## src/rtl/pe_ws_mac.sv

```systemverilog
// Weight-stationary MAC processing element: streams activations, holds a weight, adds into an upstream or local partial sum.
// Latency 1 cycle in pass-through; local accumulation drains one cycle after acc_done. No backpressure: valid_in is always accepted.
module pe_ws_mac #(
    parameter int DW     = 8,
    parameter int PW     = 16,
    parameter int SIGNED = 0,
    parameter int SAT    = 1
) (
    input  logic          clk,
    input  logic          clear,
    input  logic          w_load,
    input  logic [DW-1:0] w_in,
    output logic [DW-1:0] w_out,
    input  logic          valid_in,
    input  logic [DW-1:0] element_in,
    input  logic [PW-1:0] pSum_in,
    input  logic          acc_start,
    input  logic          acc_done,
    output logic [DW-1:0] element_out,
    output logic          valid_out,
    output logic [PW-1:0] pSum_out,
    output logic          pSum_valid_out,
    output logic          ovf_sticky
);

    typedef enum logic [1:0] {
        PASS  = 2'd0,
        ACC   = 2'd1,
        DRAIN = 2'd2
    } state_t;

    state_t state, state_nxt;

    logic [DW-1:0]   weight;
    logic [PW-1:0]   acc;
    logic [2*DW-1:0] e_ext, w_ext, prod_raw;
    logic [PW-1:0]   prod_ext;
    logic [PW:0]     pass_sum, acc_sum;

    assign w_out = weight;

    // Operands are widened to the full product width first so the low 2*DW bits are exact in either mode.
    always_comb begin
        if (SIGNED != 0) begin
            e_ext = {{DW{element_in[DW-1]}}, element_in};
            w_ext = {{DW{weight[DW-1]}}, weight};
        end else begin
            e_ext = {{DW{1'b0}}, element_in};
            w_ext = {{DW{1'b0}}, weight};
        end
        prod_raw = e_ext * w_ext;
        if (SIGNED != 0) begin
            prod_ext = PW'($signed(prod_raw));
        end else begin
            prod_ext = PW'(prod_raw);
        end
    end

    // Returns {overflow, result}; the sum is formed one bit wider than PW to detect out-of-range.
    function automatic logic [PW:0] sat_add(input logic [PW-1:0] a, input logic [PW-1:0] b);
        logic [PW:0]   s;
        logic          ovf;
        logic [PW-1:0] r;
        if (SIGNED != 0) begin
            s   = {a[PW-1], a} + {b[PW-1], b};
            ovf = s[PW] ^ s[PW-1];
        end else begin
            s   = {1'b0, a} + {1'b0, b};
            ovf = s[PW];
        end
        r = s[PW-1:0];
        if (ovf && (SAT != 0)) begin
            if (SIGNED != 0) begin
                r = s[PW] ? {1'b1, {(PW-1){1'b0}}} : {1'b0, {(PW-1){1'b1}}};
            end else begin
                r = '1;
            end
        end
        return {ovf, r};
    endfunction

    assign pass_sum = sat_add(prod_ext, pSum_in);
    assign acc_sum  = sat_add(acc, prod_ext);

    always_comb begin
        state_nxt = state;
        case (state)
            PASS:    if (acc_start) state_nxt = ACC;
            ACC:     if (acc_done) state_nxt = DRAIN;
            DRAIN:   state_nxt = PASS;
            default: state_nxt = PASS;
        endcase
    end

    always_ff @(posedge clk) begin
        if (clear) begin
            state          <= PASS;
            weight         <= '0;
            acc            <= '0;
            element_out    <= '0;
            valid_out      <= 1'b0;
            pSum_out       <= '0;
            pSum_valid_out <= 1'b0;
            ovf_sticky     <= 1'b0;
        end else begin
            state     <= state_nxt;
            valid_out <= valid_in;
            if (w_load) weight <= w_in;
            if (valid_in) element_out <= element_in;

            case (state)
                PASS: begin
                    pSum_valid_out <= valid_in;
                    if (valid_in) begin
                        pSum_out <= pass_sum[PW-1:0];
                        if (pass_sum[PW]) ovf_sticky <= 1'b1;
                    end
                    if (acc_start) acc <= '0;
                end
                ACC: begin
                    pSum_valid_out <= 1'b0;
                    if (valid_in) begin
                        acc <= acc_sum[PW-1:0];
                        if (acc_sum[PW]) ovf_sticky <= 1'b1;
                    end
                end
                DRAIN: begin
                    // Samples arriving during the drain cycle are not summed.
                    pSum_out       <= acc;
                    pSum_valid_out <= 1'b1;
                    acc            <= '0;
                end
                default: pSum_valid_out <= 1'b0;
            endcase
        end
    end

endmodule

```

## config.mk

```make
export PLATFORM = sky130hd
export DESIGN_NAME = pe_ws_mac
export DESIGN_NICKNAME = d
export VERILOG_FILES = /design/src/rtl/pe_ws_mac.sv
export SDC_FILE = /design/constraint.sdc
export NUM_CORES = 1
export LEC_CHECK = 0
export ABC_AREA = 1
export CORE_MARGIN = 2
export CORE_UTILIZATION = 50
export DETAILED_ROUTE_END_ITERATION = 6
export DONT_BUFFER_PORTS = 1
export GPL_ROUTABILITY_DRIVEN = 1
export GPL_TIMING_DRIVEN = 0
export PLACE_DENSITY_LB_ADDON = 0.25
export SLEW_MARGIN = 10
export SYNTH_ARGS = -nofsm -noshare
export SYNTH_HDL_FRONTEND = slang
export SYNTH_SLANG_ARGS = --single-unit
export TNS_END_PERCENT = 100
```

## constraint.sdc

```tcl
create_clock -name clk -period 7.58 [get_ports clk]
set_clock_uncertainty 0.1 [all_clocks]
set_input_delay 0.379 -clock clk [delete_from_list [all_inputs] [get_ports clk]]
set_output_delay 0.379 -clock clk [all_outputs]
set_load 0.05 [all_outputs]
```

# Word level (Yosys, flattened, before mapping)
# Cells that the tools add are included.
# classes
eq_ne,8
n_addsub,2
reduce_logical,8
n_mux,16
multipliers,1
# ops
op,count
$mux W16,5
$pmux W16 S3,1
$add A16 B16 Y17,2
$pmux W16 S2,1
$mul A8 B8 Y16,1
$ne A2 B2 Y1 const B,6
$reduce_and A5 Y1,1
$mux W1,4
$mux W2,2
$pmux W1 S2,2
$pmux W2 S2,1
$reduce_and A2 Y1,2
$reduce_bool A2 Y1,2
$reduce_and A3 Y1,1
$reduce_bool A3 Y1,1
$eq A2 B1 Y1 const B,1
$eq A2 B2 Y1 const B,1
$logic_not A2 Y1,1
# word_totals
register_bits,53
output_inout_bits,35
input_bits,38
elab_cells,43

# Depth between registers and ports, before layout
# depth
depth_word,5
mapped_depth,31
mapped_depth_nobuf,30

# Least setup slack after synthesis
# Ideal clock, no wire load.
# synth_path
path_type,flip-flop to flip-flop
start,register weight[6] (netlist: w_out[6])
end,register acc[0]
period_less_slack_ps,5690
t_required_ps,7348
stages_incl_launch_ff,28
setup_ps,132
slack_ps,1890
arrival_time_ps,5457
n_path_buf,1
cell_sequence,dfxtp_1 -> clkbuf_1 -> nand2_1 -> inv_1 -> fa_1 -> fa_1 -> fa_1 -> inv_1 -> fa_1 -> inv_1 -> ha_1 -> a21oi_1 -> nand2_1 -> a21oi_1 -> o21ai_0 -> nand3_1 -> nand2_1 -> nand2_1 -> nand2_1 -> ha_1 -> a21oi_1 -> nor2_1 -> nor2_1 -> nand2_1 -> a21oi_4 -> inv_4 -> o21ai_1 -> a21oi_1
# synth_via
elab_chain_cells,5
# synth_rtl
element,line,rtl
start: declaration,34,logic [DW-1:0] weight;
start signal: assignment,108,if (w_load) weight <= w_in;
$mul A8 B8 Y16,51,prod_raw = e_ext * w_ext;
$add A16 B16 Y17,68,"s = {1'b0, a} + {1'b0, b};"
$mux W16,72,if (ovf && (SAT != 0)) begin
$mux W16,122,if (valid_in) begin
$pmux W16 S3,111,case (state)
end signal: assignment,123,acc <= acc_sum[PW-1:0];
end: declaration,35,logic [PW-1:0] acc;
# Every way passes these cells. The select of a mux whose other input is x is not followed.
# A chain may end at the register's enable or synchronous reset.

# Worst setup path after layout
# layout_path
start,register weight[5] (netlist: w_out[5])
end,register pSum_out[15]
# layout_via
elab_chain_cells,5
# layout_rtl
element,line,rtl
$mul A8 B8 Y16,51,
$add A16 B16 Y17,68,
$mux W16,72,
$mux W16,114,if (valid_in) begin
$pmux W16 S2,111,
end signal: assignment,115,pSum_out <= pass_sum[PW-1:0];
end: declaration,21,"output logic [PW-1:0] pSum_out,"
# Every way passes these cells. The select of a mux whose other input is x is not followed.

==> reports/qor_table.md <==
| Metric | Value | Unit |
|:---|:---|:---|
| Status | complete, no violations | - |
| # placed instances | 1184 | - |
| Die area | 13900 | um2 |
| Classification of the worst-slack hold path | in2reg | - |
| Fraction of power spent switching nets | 48.4 | % |
| DIE HEIGHT | 118 | um |
| Reg-to-reg critical path startpoint | w_out[5]$_SDFFE_PP0P_ | - |
| Routed vias | 5899 | - |
| Reg2Reg Capture Point | pSum_out[15]$_SDFFE_PP0P_ | - |
| Resize count post-CTS | 0 | - |
| # H-tree levels | 2 | - |
| Mean Syn Cell Area | 6.43 | um2 |
| CP Data Arrival Time | 6750 | ps |
| Layout overhead on the synthesized area | 5.65 | % |
| Complex-gate fraction of the synthesized area | 10.4 | % |
| Number of antenna-violating nets in the routed design | 0 | - |
| Required time of the critical path | 7630 | ps |
| Relative contribution of the clock network to total power | 20.3 | % |
| Xor/xnor share of the synthesized area | 3.10 | % |
| Synthesized-area fraction occupied by and/or/nand/nor cells | 30.8 | % |
| IO Count | 73 | - |
| Switching component of the power | 589 | uW |
| All-layer global routing usage | 24.0 | % |
| Critical Path Most Common Cell | nand2_1 | - |
| Die X | 118 | um |
| Final core area utilization | 54.2 | % |
| Most instantiated library cell after synthesis | nand2_1 | - |
| Fin. max-slew vios | 0 | - |
| Number of endpoints failing setup at the final stage | 0 | - |
| FP Rows | 41 | - |
| Fin. Hold Viols | 0 | - |
| Internal power consumption | 627 | uW |
| Largest area contributor in the synthesized netlist | nand2_1 | - |
| Netlist area before placement | 6500 | um2 |
| Gate power share | 47.6 | % |
| Worst relative slew slack | 47.1 | % |
| Clock network latency to the later pin of the worst-skew pair | 310 | ps |
| Sequential Power Share | 32.1 | % |
| Critical Path Sink Type | flip-flop | - |
| Commonest cells in the netlist | nand2_1 (333), inv_1 (205), ha_1 (68), nor2_1 (68), a21oi_1 (60) | - |
| Tightest Pin Transition | 793 | ps |
| CTS Hold Bufs | 0 | - |
| Power per cell area | 177 | nW/um2 |
| Mux share of post-synthesis cell area | 0 | % |
| Total congestion overflow after global routing | 0 | - |
| Number of post-CTS setup repair buffers | 0 | - |
| Shortest clock period the worst path allows after layout | 6700 | ps |
| Sequential cell area fraction in the yosys report | 16.3 | % |
| RSZ-0062 raised after global routing | no | - |
| Worst setup margin | 885 | ps |
| Worst slack, placed | 947 | ps |
| Portion of synthesized cell area occupied by the leading cell type | 19.2 | % |
| RePlAce Congestion | 0.926 | - |
| Number of violations reported at the end of detailed-routing iteration 0 | 404 | - |
| Mean number of vias per cell | 4.94 | - |
| Port Buf Inserts | 0 | - |
| Last element of the critical path | pSum_out[15]$_SDFFE_PP0P_ | - |
| Worst-case reg-to-reg path depth | 29 | - |
| Maximum clock path buffer count | 2 | - |
| Cts bufs inserted | 5 | - |
| Max-cap viol count | 0 | - |
| Yosys warnings | 0 | - |
| Setup TNS after final layout | 0 | ps |
| Largest net degree at the start of global routing | 19 | - |
| Half-perimeter wire length after placement | 13800 | um |
| Total Nets Final | 1163 | - |
| First drt pass iteration count | 5 | - |
| Critical path class | reg2reg | - |
| Register clock-pin slew on the reported worst setup and hold paths | 80 | ps |
| Number of global-route vias before repair | 5350 | - |
| CP Launch Point | w_out[5]$_SDFFE_PP0P_ | - |
| Register-to-Register Setup Slack | 880 | ps |
| Worst vdd rail ir drop | 0.0995 | mV |
| CTS tree | done | - |
| Biggest fanout along the worst timing path | 9 | - |
| Non-filler cells, final | 1193 | - |
| Kind of start point of the critical path | flip-flop | - |
| Post-synth cell types | 38 | - |
| Largest cells by area after synthesis | nand2_1 (19%), dfxtp_1 (16%), ha_1 (13%) | - |
| Post-synth top flop | dfxtp_1 | - |
| Leakage | 0.00409 | uW |
| Effective utilization at floorplan | 51.3 | % |
| Adder and majority gate portion of the synthesized area | 24.8 | % |
| DRC errors left | 0 | - |
| Largest stage delay on the critical path | 640 | ps |
| Combinational family with the most area after synthesis | simple AND/OR/NAND/NOR gates | - |
| Share of async-settable or async-resettable flops after synthesis | 0 | % |
| Number of instances in the synthesized netlist | 1012 | - |
| First-pass GRT wire length | 26800 | um |
| Highest-delay cell along the critical path | dfxtp_1 | - |
| Routed len/inst | 13.7 | um |
| Root buffer cell | clkbuf_16 | - |
| Post-Synthesis Net Count | 1156 | - |
| Maximum clock frequency | 0.149 | GHz |
| Sinks on Clock Net | 53 | - |
| Number of flops mapped to enable cells by yosys | 0 | - |
| Final worst path period share | 88.3 | % |
| Wirelength, routed | 16300 | um |
| Fraction of layout instances using a drive strength above 1 | 5.98 | % |
| Initial antenna violation count | 1 | - |
| Total core area | 12700 | um2 |
| Post-synthesis sequential element count | 53 | - |
## flip-flops by register name (all words and copies together), names as in the netlist
| register | cells |
|---|---|
| acc | 16 |
| pSum_out | 16 |
| element_out | 8 |
| w_out | 8 |
| state | 2 |
| ovf_sticky | 1 |
| pSum_valid_out | 1 |
| valid_out | 1 |
## logic make-up after synthesis
| kind of cell | Yosys count |
|---|---|
| simple gates | 482 |
| buf+inv | 241 |
| compound gates | 107 |
| fa+ha+maj | 106 |
| flops | 53 |
| xor+xnor | 23 |
## area by class of cell
| cell class | instances | area [um2] |
|---|---|---|
| sequential | 53 | 1060 |
| buffer | 32 | 164 |
| fill | 1317 | 5800 |
| clock buffer | 5 | 125 |
| inverter | 209 | 787 |
| multi-input combinational | 718 | 4490 |
| antenna | 1 | 2.50 |
| tap | 172 | 215 |
| clock inverter | 3 | 25.0 |
## routing by layer
metal  track usage, %  share of wire [%]  vias to the layer above
met1             33.9                 48                     2651
met4             6.02                1.6                        0
met5                0                  0                        -
met3             4.80                6.4                       17
met2             37.2                 44                      138
li1                 -                  -                     3093
## power groups by stage
stage	logic [uW]	clock network, uW	registers [uW]
after floorplan	449	0	393
after global placement	569	0	397
after detailed placement	574	0	397
after CTS	577	249	391
after global routing	663	259	394
final	579	247	390
## critical path, delay by kind of cell (launching register included)
family	cells	cell delay [ps]
DFF	1	640
adders and majority gates	6	2770
buffers and inverters	4	640
AOI/OAI and AO/OA	5	900
and+or+nand+nor	14	1480
## worst min-delay path by stage
stage                               startpoint                    end  slack (ps)  depth (start not counted)
after global routing                   w_in[7]  w_out[7]$_SDFFE_PP0P_         110                          2
after detailed placement  acc[12]$_SDFFE_PP0P_   acc[12]$_SDFFE_PP0P_         390                          2
final                                  w_in[7]  w_out[7]$_SDFFE_PP0P_         110                          2
after global placement    acc[12]$_SDFFE_PP0P_   acc[12]$_SDFFE_PP0P_         380                          2
after floorplan           acc[10]$_SDFFE_PP0P_   acc[10]$_SDFFE_PP0P_         360                          2
after CTS                              w_in[4]  w_out[4]$_SDFFE_PP0P_         100                          2
## per-stage QoR
step / area, um2 / hold WS [ps] / power [uW]
after CTS: 6870 / 102 / 1220
after detailed placement: 6720 / 386 / 971
final: 6870 / 108 / 1220
after floorplan: 6500 / 361 / 842
after global placement: 6720 / 380 / 966
after global routing: 6870 / 112 / 1320
## placed cells by master (no fill, tap or decap), types with 2 or more instances in the layout
cell type,netlist,layout
nand2_1,333,333
nand3_1,52,52
nand3_2,2,2
xnor2_1,3,3
nand4_1,7,7
o2111ai_1,2,2
o21ai_2,11,11
clkbuf_1,25,25
xor2_1,20,20
o21ai_1,12,12
buf_4,3,3
dfxtp_1,53,53
fa_1,38,38
o21bai_1,2,2
nor2_1,68,68
and2_1,6,6
inv_2,3,3
o21ai_0,3,3
clkbuf_16,0,5
ha_1,68,68
a21oi_4,3,3
a21oi_2,12,12
a21oi_1,60,60
inv_1,205,205
nor2_4,2,2
buf_6,2,2
nand2_2,4,4
nand2_4,2,2
Note: power is estimated with default switching activity, not from simulation.
